File: config.mk
export PLATFORM = sky130hd
export DESIGN_NAME = vga_pixel_out
export DESIGN_NICKNAME = d
export VERILOG_FILES = /design/src/rtl/vga_pixel_out.sv
export SDC_FILE = /design/constraint.sdc
export NUM_CORES = 1
export LEC_CHECK = 0
export ABC_AREA = 0
export CAP_MARGIN = 20
export CELL_PAD_IN_SITES_DETAIL_PLACEMENT = 0
export CELL_PAD_IN_SITES_GLOBAL_PLACEMENT = 1
export CORE_UTILIZATION = 36
export CTS_BUF_LIST = sky130_fd_sc_hd__clkbuf_16
export CTS_CLUSTER_SIZE = 14
export DETAILED_ROUTE_END_ITERATION = 8
export PLACE_DENSITY = 0.84
export SYNTH_ARGS = -nofsm -noshare
export SYNTH_HDL_FRONTEND = slang
export SYNTH_SLANG_ARGS = --single-unit
File: constraint.sdc
create_clock -name clk -period 3.65 [get_ports clk]
set_input_delay 0.9125 -clock clk [delete_from_list [all_inputs] [get_ports clk]]
set_output_delay 0.9125 -clock clk [all_outputs]
set_load 0.1 [all_outputs]
File: src/rtl/vga_pixel_out.sv
// VGA pin stage: aligns sync/blank with renderer latency, blanks and 2x2-dithers 4-bit colour to 2 bits.
// Define VGA_TEMPORAL_DITHER_EN to rotate the dither threshold with frame_count[1:0].
module vga_pixel_out #(
  parameter int LATENCY     = 2,
  parameter bit SYNC_INVERT = 1'b0
) (
  input  logic       clk,
  input  logic       reset_n,
  input  logic       hsync_in,
  input  logic       vsync_in,
  input  logic       blank_in,
  input  logic       x_lsb,
  input  logic       y_lsb,
  input  logic       vsync_pulse,
  input  logic [3:0] r_in,
  input  logic [3:0] g_in,
  input  logic [3:0] b_in,
  output logic [1:0] r_out,
  output logic [1:0] g_out,
  output logic [1:0] b_out,
  output logic       hsync_out,
  output logic       vsync_out,
  output logic [7:0] frame_count
);

  typedef struct packed {
    logic hs;
    logic vs;
    logic blank;
    logic x;
    logic y;
  } tm_t;

  localparam tm_t TM_IDLE = '{
    hs: 1'b0, vs: 1'b0, blank: 1'b1,
    x: 1'b0, y: 1'b0
  };

  tm_t        tm_in;
  tm_t        tm_dly;
  tm_t        tm_q [LATENCY];
  logic [1:0] thr;
  logic [1:0] thr_eff;
  logic [1:0] r_d, g_d, b_d;
  logic [1:0] r_q, g_q, b_q;
  logic       hs_d, vs_d;
  logic       hs_q, vs_q;
  logic [7:0] fc_d, fc_q;

  assign tm_in = '{
    hs: hsync_in, vs: vsync_in, blank: blank_in,
    x: x_lsb, y: y_lsb
  };

  always_ff @(posedge clk or negedge reset_n) begin
    if (!reset_n) begin
      for (int i = 0; i < LATENCY; i++)
        tm_q[i] <= TM_IDLE;
    end else begin
      tm_q[0] <= tm_in;
      for (int i = 1; i < LATENCY; i++)
        tm_q[i] <= tm_q[i-1];
    end
  end

  assign tm_dly = tm_q[LATENCY-1];

  // Bayer 2x2: B(0,0)=0 B(1,0)=2 B(0,1)=3 B(1,1)=1
  always_comb begin
    thr = 2'd0;
    unique case ({tm_dly.y, tm_dly.x})
      2'b00:   thr = 2'd0;
      2'b01:   thr = 2'd2;
      2'b10:   thr = 2'd3;
      default: thr = 2'd1;
    endcase
  end

`ifdef VGA_TEMPORAL_DITHER_EN
  assign thr_eff = thr + fc_q[1:0];
`else
  assign thr_eff = thr;
`endif

  function automatic logic [1:0] dith(
    input logic [3:0] c,
    input logic [1:0] t
  );
    if (c[3:2] == 2'd3)
      return 2'd3;
    return c[3:2] + {1'b0, (c[1:0] > t)};
  endfunction

  always_comb begin
    r_d  = 2'd0;
    g_d  = 2'd0;
    b_d  = 2'd0;
    hs_d = tm_dly.hs ^ SYNC_INVERT;
    vs_d = tm_dly.vs ^ SYNC_INVERT;
    fc_d = fc_q + {7'd0, vsync_pulse};
    if (!tm_dly.blank) begin
      r_d = dith(r_in, thr_eff);
      g_d = dith(g_in, thr_eff);
      b_d = dith(b_in, thr_eff);
    end
  end

  always_ff @(posedge clk or negedge reset_n) begin
    if (!reset_n) begin
      r_q  <= 2'd0;
      g_q  <= 2'd0;
      b_q  <= 2'd0;
      hs_q <= SYNC_INVERT;
      vs_q <= SYNC_INVERT;
      fc_q <= 8'd0;
    end else begin
      r_q  <= r_d;
      g_q  <= g_d;
      b_q  <= b_d;
      hs_q <= hs_d;
      vs_q <= vs_d;
      fc_q <= fc_d;
    end
  end

  assign r_out       = r_q;
  assign g_out       = g_q;
  assign b_out       = b_q;
  assign hsync_out   = hs_q;
  assign vsync_out   = vs_q;
  assign frame_count = fc_q;

endmodule

=== Word level (Yosys, flattened, before mapping) ===
Cells that the tools add are included.

* Register bits: 26
* Input port bits: 20

* Add/subtract/negate cells: 4
* Order comparisons: 3
* Eq/ne operators: 5
* Muxes and demuxes: 16
* Reduce and logical (&&, ||, !) cells: 1

{| class="wikitable"
|+ Operator list
! cell !! count
|-
| $mux 2 || 9
|-
| $add 8x1->8 || 1
|-
| $eq 2x2->1 const B || 4
|-
| $add 2x1->2 || 3
|-
| $gt 2x2->1 || 3
|-
| $mux 1 || 6
|-
| $pmux 2 s3 || 1
|-
| $eq 2x1->1 const B || 1
|-
| $logic_not 2->1 || 1
|}

=== Longest topological paths before layout ===
Gate-level depths: netlist of run 1.

* Depth after elaboration: 6
* Mapped depth: 11

=== Least setup slack after synthesis of run 1 ===
No wires, ideal clock.

* Path kind: reg-to-reg
* From: reg fc_q[0], in the netlist frame_count[0]
* To: reg fc_q[6], in the netlist frame_count[6]
* Setup time: 0.162 ns
* Arrival time: 1.790 ns
* Data required time: 3.488 ns
* Slack: 1.698 ns
* Cell stages (with the launch flop): 6
* Path buffers: 0
* Clock period less this slack: 1.952 ns
* Path through: dfrtp_1 > ha_1 > ha_1 > nand3_1 > nor2_1 > xor2_1

* Word-level cells in the longest chain between the ends: 1

{| class="wikitable"
|+ RTL lines
! item !! line !! RTL
|-
| start: declaration || 48 || <nowiki>logic [7:0] fc_d, fc_q;</nowiki>
|-
| start signal: assignment || 115 || <nowiki>fc_q <= 8'd0;</nowiki>
|-
| start signal: assignment || 122 || <nowiki>fc_q <= fc_d;</nowiki>
|-
| $add 8x1->8 || 100 || <nowiki>fc_d = fc_q + {7'd0, vsync_pulse};</nowiki>
|-
| named net fc_d[6] || 48 ||
|}

The timed path passes the listed nets, and every way through them passes these cells.

=== Worst setup path in the final report of run 1 ===
* From: reg fc_q[0], in the netlist frame_count[0]
* To: out frame_count[0]

{| class="wikitable"
|+ RTL lines
! item !! line !! RTL
|-
| end: declaration || 23 || <nowiki>output logic [7:0] frame_count</nowiki>
|}

No word-level cell between the ends.

==> results of run 1 <==
-- layout by cell type, fill, tap and decap left out, types with 2 or more instances in the layout --
master / instances
clkbuf_16: 3
dfrtp_1: 24
xnor2_1: 2
a21oi_1: 9
ha_1: 13
nor2_1: 11
buf_4: 8
inv_1: 7
nand3_1: 2
clkdlybuf4s50_1: 28
nand2_1: 5
xor2_1: 4
dfstp_2: 2
nor3_1: 3
-- flip-flops by register name (all words and copies together) (netlist names) --
register,flops
b_out,2
vsync_out,1
hs_d,1
tm_q,5
frame_count,8
r_out,2
g_out,2
vs_d,1
tm_dly,3
hsync_out,1
-- cells in the mapped netlist (2+ instances only) --
library cell | count | share of area
nand3_1 | 2 | 0.0095
ha_1 | 13 | 0.15
a21oi_1 | 9 | 0.043
dfstp_2 | 2 | 0.050
inv_1 | 7 | 0.025
xor2_1 | 4 | 0.033
dfrtp_1 | 24 | 0.57
nor3_1 | 3 | 0.014
nand2_1 | 5 | 0.018
nor2_1 | 11 | 0.039
xnor2_1 | 2 | 0.017
-- per-stage QoR --
stage	cells	util	hold slack, ps	setup slack, ps
global placement	153	0.521	331	1260
floorplan	86	-	331	1700
detailed placement	153	0.521	335	1220
finish	158	0.564	347	990
global route	158	0.564	361	942
CTS	157	0.559	350	964
-- worst paths after layout --
| kind | slack [ps] | from | endpoint |
|---|---|---|---|
| max | 990 | frame_count[0] | frame_count[0] |
| min | 350 | tm_q[9] | hs_d |
| max reg2reg | 1780 | tm_dly[0] | b_out[0] |
| min reg2reg | 350 | tm_q[9] | hs_d |
| max in group asynchronous | 2000 | reset_n | tm_q[7] |
| min in group asynchronous | 990 | reset_n | frame_count[3] |
-- power groups by stage --
| stage | Sequential (mW) | Combinational, mW | Clock, mW |
|---|---|---|---|
| CTS | 0.393 | 0.538 | 0.317 |
| global placement | 0.394 | 0.530 | 0 |
| finish | 0.391 | 0.535 | 0.307 |
| detailed placement | 0.397 | 0.539 | 0 |
| floorplan | 0.719 | 0.0787 | 0 |
| global route | 0.399 | 0.558 | 0.330 |
-- layout make-up --
class                   instances  area share
flip-flops and latches         26       0.420
multi-input cells              53       0.243
clock inverters                 1      0.0193
repair buffers                 37       0.228
inverters                       7      0.0169
clock buffers                   3      0.0482
well taps                      31      0.0249
-- cells by family after synthesis --
kind of cell,Yosys count,synth area share
compound gates,9,0.0426
xor+xnor,6,0.0497
flops,26,0.618
fa+ha+maj,13,0.154
buf+inv,7,0.0249
simple gates,25,0.111
-- per-layer routing --
layer	wire length, microns	up-vias	GRT usage	part of all wire
met1	719	350	0.141	0.41
met3	159	0	0.0372	0.091
met2	870	28	0.216	0.50
met4	0	0	0.0523	0
li1	-	362	-	-
met5	0	-	0	0
==> flow_metrics.py, run 1 <==
metrics = {
    "cts": {
        "clock-root-buffer": "clkbuf_16",
        "cts_resized": 0,
        "numCtsBuffers": 3,
        "clk_pin_slew_ps": 60,
        "tritoncts": "built",
        "hold_buffers": 0,
        "htreeDepth": 1,
        "cts_setup_buffers": 0,
        "clk_latency_ps": 250,
        "cts_sinks": 26,
        "cts_buffer_depth": 2,
    },
    "floorplan": {
        "rows": 19,
        "fp.dieH_microns": 56.2,
        "start_util": 0.383,
        "pin_count": 36,
        "coreArea_sq_um": 2760,
        "design.die.area_sq_um": 3160,
        "dieWidth_microns": 56.2,
    },
    "setup_path": {
        "cpPeakStageDelay_ps": 1140,
        "arrival_ps": 1750,
        "cp.required_ps": 2740,
        "crit_buf_inv": 1,
        "path_max_fanout": 2,
        "endpoint_kind": "output port",
        "startpoint_type": "flop",
        "crit_type": "reg2out",
        "crit_chain": "clkdlybuf4s50_1",
        "crit_slowest_cell": "clkdlybuf4s50_1",
        "cp_top_family": "buffers and inverters",
        "cp_num_cells": 1,
        "r2r_cells": 7,
    },
    "drt": {
        "drt_iter0_markers": 14,
        "wl_per_cell_microns": 11.1,
        "num_vias": 740,
        "ant_nets": 0,
        "via_per_inst": 4.68,
        "drc": 0,
        "firstDrtPassIters": 4,
        "wl_microns": 1750,
    },
    "global_route": {
        "antenna_found_initial": 0,
        "grt_overflow_total": 0,
        "grt_pass1_vias": 744,
        "grt_pass1_wl_microns": 3040,
        "grt_max_degree": 26,
        "grt.total_usage": 0.124,
    },
    "timing": {
        "setup_tns_ps": 0,
        "final_max_slew_viol_count": 0,
        "finalCritPeriodShare": 0.729,
        "rsz0062_at_grt": "false",
        "setup_viol": 0,
        "finClkSkew_ps": 3.61,
        "relSlewSlack": 0.354,
        "hold_violations": 0,
        "max_freq_mhz": 376,
        "layout_min_cycle_time_ps": 2660,
        "worst_pin_slew_ps": 966,
    },
    "min_path": {
        "hold_path_class": "reg2reg",
        "worstHoldPathCells": 0,
    },
    "power_and_ir_drop": {
        "power_density_nw_per_um2": 792,
        "switching_share": 0.443,
        "p_leak_nw": 0.741,
        "switchingPower_uw": 547,
        "p_clk_frac": 0.249,
        "power_frac_comb": 0.434,
        "peakVddDrop_mv": 0.862,
        "power.total_mw": 1.23,
        "seqPwrFrac": 0.317,
        "internal-power_uw": 686,
    },
    "synth": {
        "async_flop_share": 1.00,
        "ys_seq_elements": 26,
        "ys_warn_count": 0,
        "synth_fp_nets": 119,
        "synth_edf_count": 0,
        "ys_seq_area_frac": 0.618,
        "yosys_most_used_dff": "dfrtp_1",
        "syn_avg_cell_area_sq_um": 12.3,
        "synth_cell_types": 15,
        "syn-instance-count": 86,
        "netlist_area_sq_um": 1060,
    },
    "layout": {
        "n_antenna_cell": 0,
        "synthToLayoutAreaGrowth_pct": 47.2,
        "seqCellArea_sq_um": 653,
        "fillCellCount": 248,
        "drive_above_1_share": 0.150,
        "design_area_sq_um": 1560,
        "multi_input_area_sq_um": 378,
        "fin_nets": 161,
    },
    "place": {
        "port_buffers": 35,
        "dpl_cell_area_sq_um": 1440,
        "gp_congestion": 0.748,
        "dp_hpwl_microns": 1410,
    },
    "run_status": {
        "status": "finished clean",
    },
    "job": {
        "cap_violations": 0,
    },
}
Power figures use the tool's default switching activity.
==> inputs of run 2 (changes only) <==
--- a/config.mk
+++ b/config.mk
@@ -9,11 +9,11 @@
 export CAP_MARGIN = 20
 export CELL_PAD_IN_SITES_DETAIL_PLACEMENT = 0
 export CELL_PAD_IN_SITES_GLOBAL_PLACEMENT = 1
-export CORE_UTILIZATION = 36
+export CORE_UTILIZATION = 34
 export CTS_BUF_LIST = sky130_fd_sc_hd__clkbuf_16
 export CTS_CLUSTER_SIZE = 14
 export DETAILED_ROUTE_END_ITERATION = 8
-export PLACE_DENSITY = 0.84
+export PLACE_DENSITY = 0.81
 export SYNTH_ARGS = -nofsm -noshare
 export SYNTH_HDL_FRONTEND = slang
 export SYNTH_SLANG_ARGS = --single-unit
==> constraint.sdc (replaced) <==
create_clock -name clk -period 2.6 [get_ports clk]
set_input_delay 0.65 -clock clk [delete_from_list [all_inputs] [get_ports clk]]
set_output_delay 0.65 -clock clk [all_outputs]
set_load 0.1 [all_outputs]
==> run 2 against run 1 <==
  * Critical endpoint is now b_out[0]
  * The run now ends with DRC left
  * Power increased by 41%
  * Critical path type is now reg2reg
  * Clock-buffer cell count did not move
  * Worst setup slack worse by 250 ps
==> flow_metrics.py, run 2 (synthesis gave the netlist of run 1 again) <==
metrics = {
    "run_status": {
        "status": "finished with violations",
        "violations": "DRC",
    },
    "setup_path": {
        "crit_buf_inv": 0,
        "cp.required_ps": 2750,
        "cpPeakStageDelay_ps": 380,
        "arrival_ps": 2010,
        "crit_type": "reg2reg",
        "path_max_fanout": 3,
        "startpoint_type": "flop",
        "crit_slowest_cell": "dfrtp_1",
        "endpoint_kind": "flop",
        "crit_chain": "ha_1 > or2_2 > ha_1 > a21oi_1 > ha_1 > a21oi_1 > nor2_1",
        "cp_top_family": "adder cells",
        "cpMostUsedCell": "ha_1",
    },
    "timing": {
        "max_freq_mhz": 536,
        "holdWs_ps": 350,
        "worst_pin_slew_ps": 316,
        "rsz0062_at_grt": "false",
        "layout_min_cycle_time_ps": 1860,
        "layout_setup_ws_ps": 735,
        "setup_viol": 0,
        "final_max_slew_viol_count": 0,
        "setup_tns_ps": 0,
        "finalCritPeriodShare": 0.717,
        "finClkSkew_ps": 2.53,
        "hold_violations": 0,
        "relSlewSlack": 0.789,
    },
    "layout": {
        "n_antenna_cell": 0,
        "largest_reg_flops": 8,
        "post-route-util": 0.532,
        "synthToLayoutAreaGrowth_pct": 43.7,
        "layout_commonest_cell": "dfrtp_1",
        "drive_above_1_share": 0.214,
        "fin_nets": 160,
        "layout_common_cells": "dfrtp_1 (24), clkdlybuf4s50_1 (19), buf_4 (17), ha_1 (13), nor2_1 (11)",
    },
    "power_and_ir_drop": {
        "switching_share": 0.448,
        "seqPwrFrac": 0.318,
        "peakVddDrop_mv": 1.28,
        "power_density_nw_per_um2": 1140,
        "switchingPower_uw": 777,
        "power.total_mw": 1.73,
        "p_clk_frac": 0.251,
        "power_frac_comb": 0.431,
        "internal-power_uw": 956,
        "p_leak_nw": 0.744,
    },
    "global_route": {
        "grt_max_degree": 27,
        "grt.busiest_layer": "met2",
        "grt.total_usage": 0.119,
        "grt_overflow_total": 0,
        "gr-usage-met1": 0.135,
        "grt_pass1_wl_microns": 2990,
        "grt_pass1_vias": 726,
        "antenna_found_initial": 0,
        "met3_usage": 0.0379,
        "use_met2": 0.208,
    },
    "drt": {
        "drt_iter0_markers": 21,
        "wl_microns": 1800,
        "drc": 4,
        "firstDrtPassIters": 5,
        "ant_nets": 0,
        "via_per_inst": 4.63,
        "num_vias": 727,
        "wl_per_cell_microns": 11.5,
    },
    "cts": {
        "tritoncts": "built",
        "clk_pin_slew_ps": 60,
        "cts_setup_buffers": 0,
        "htreeDepth": 1,
        "numCtsBuffers": 3,
        "cts_resized": 0,
        "hold_buffers": 0,
        "clk_latency_ps": 250,
        "cts_sinks": 26,
        "cts_buffer_depth": 2,
        "clock-root-buffer": "clkbuf_16",
    },
    "floorplan": {
        "design.die.area_sq_um": 3340,
        "start_util": 0.371,
        "coreArea_sq_um": 2850,
        "dieWidth_microns": 57.8,
        "pin_count": 36,
        "rows": 19,
        "fp.dieH_microns": 57.8,
    },
    "place": {
        "gp_congestion": 0.680,
        "dp_hpwl_microns": 1420,
        "place_ws_ps": 460,
        "port_buffers": 35,
    },
    "min_path": {
        "hold_path_class": "reg2reg",
    },
    "job": {
        "cap_violations": 0,
    },
}
==> run 2: changes by cell type in the layout (fill, tap and decap cells not counted) <==
cell,previous run,this run
buf_8,1,0
clkdlybuf4s50_1,28,19
buf_4,8,17
==> run 2: final timing paths <==
check	endpoint	slack, ps	depth (start not counted)	startpoint
max	b_out[0]	740	7	tm_dly[0]
min	tm_dly[1]	350	0	tm_q[6]
max reg2reg	b_out[0]	740	7	tm_dly[0]
min reg2reg	tm_dly[1]	350	0	tm_q[6]
max in group asynchronous	tm_q[7]	1550	2	reset_n
min in group asynchronous	frame_count[4]	750	2	reset_n
==> run 2: worst register-to-register path, stage by stage (launching register included) <==
cell	delay (ps)
dfrtp_1	380
ha_1	190
or2_2	330
ha_1	280
a21oi_1	170
ha_1	250
a21oi_1	120
nor2_1	50
==> run 2: area by class of cell <==
class | count | area, sq um
clock inverter | 1 | 30.0
fill | 252 | 1330
sequential | 26 | 653
timing repair buffer | 36 | 318
clock buffer | 3 | 75.1
inverter | 7 | 26.3
tap | 31 | 38.8
multi-input combinational | 53 | 378
==> run 2: power groups by stage <==
| stage | registers (mW) | clock network (mW) | logic (mW) |
|---|---|---|---|
| 6_report | 0.551 | 0.435 | 0.748 |
| 5_1_grt | 0.562 | 0.462 | 0.782 |
| 4_1_cts | 0.552 | 0.448 | 0.754 |
| 3_5_place_dp | 0.556 | 0 | 0.755 |
| 3_3_place_gp | 0.555 | 0 | 0.737 |
| 2_1_floorplan | 1.01 | 0 | 0.110 |
==> run 2: stage by stage <==
step	instance area, sq um	std cells
2_1_floorplan	1060	86
3_3_place_gp	1410	153
3_5_place_dp	1410	153
4_1_cts	1520	157
5_1_grt	1520	157
6_report	1520	157
==> run 2: layer usage <==
layer / share of wire / vias to the layer above
li1: - / 361
met1: 0.42 / 336
met2: 0.48 / 28
met3: 0.095 / 2
met4: 0.0028 / 0
met5: 0 / -
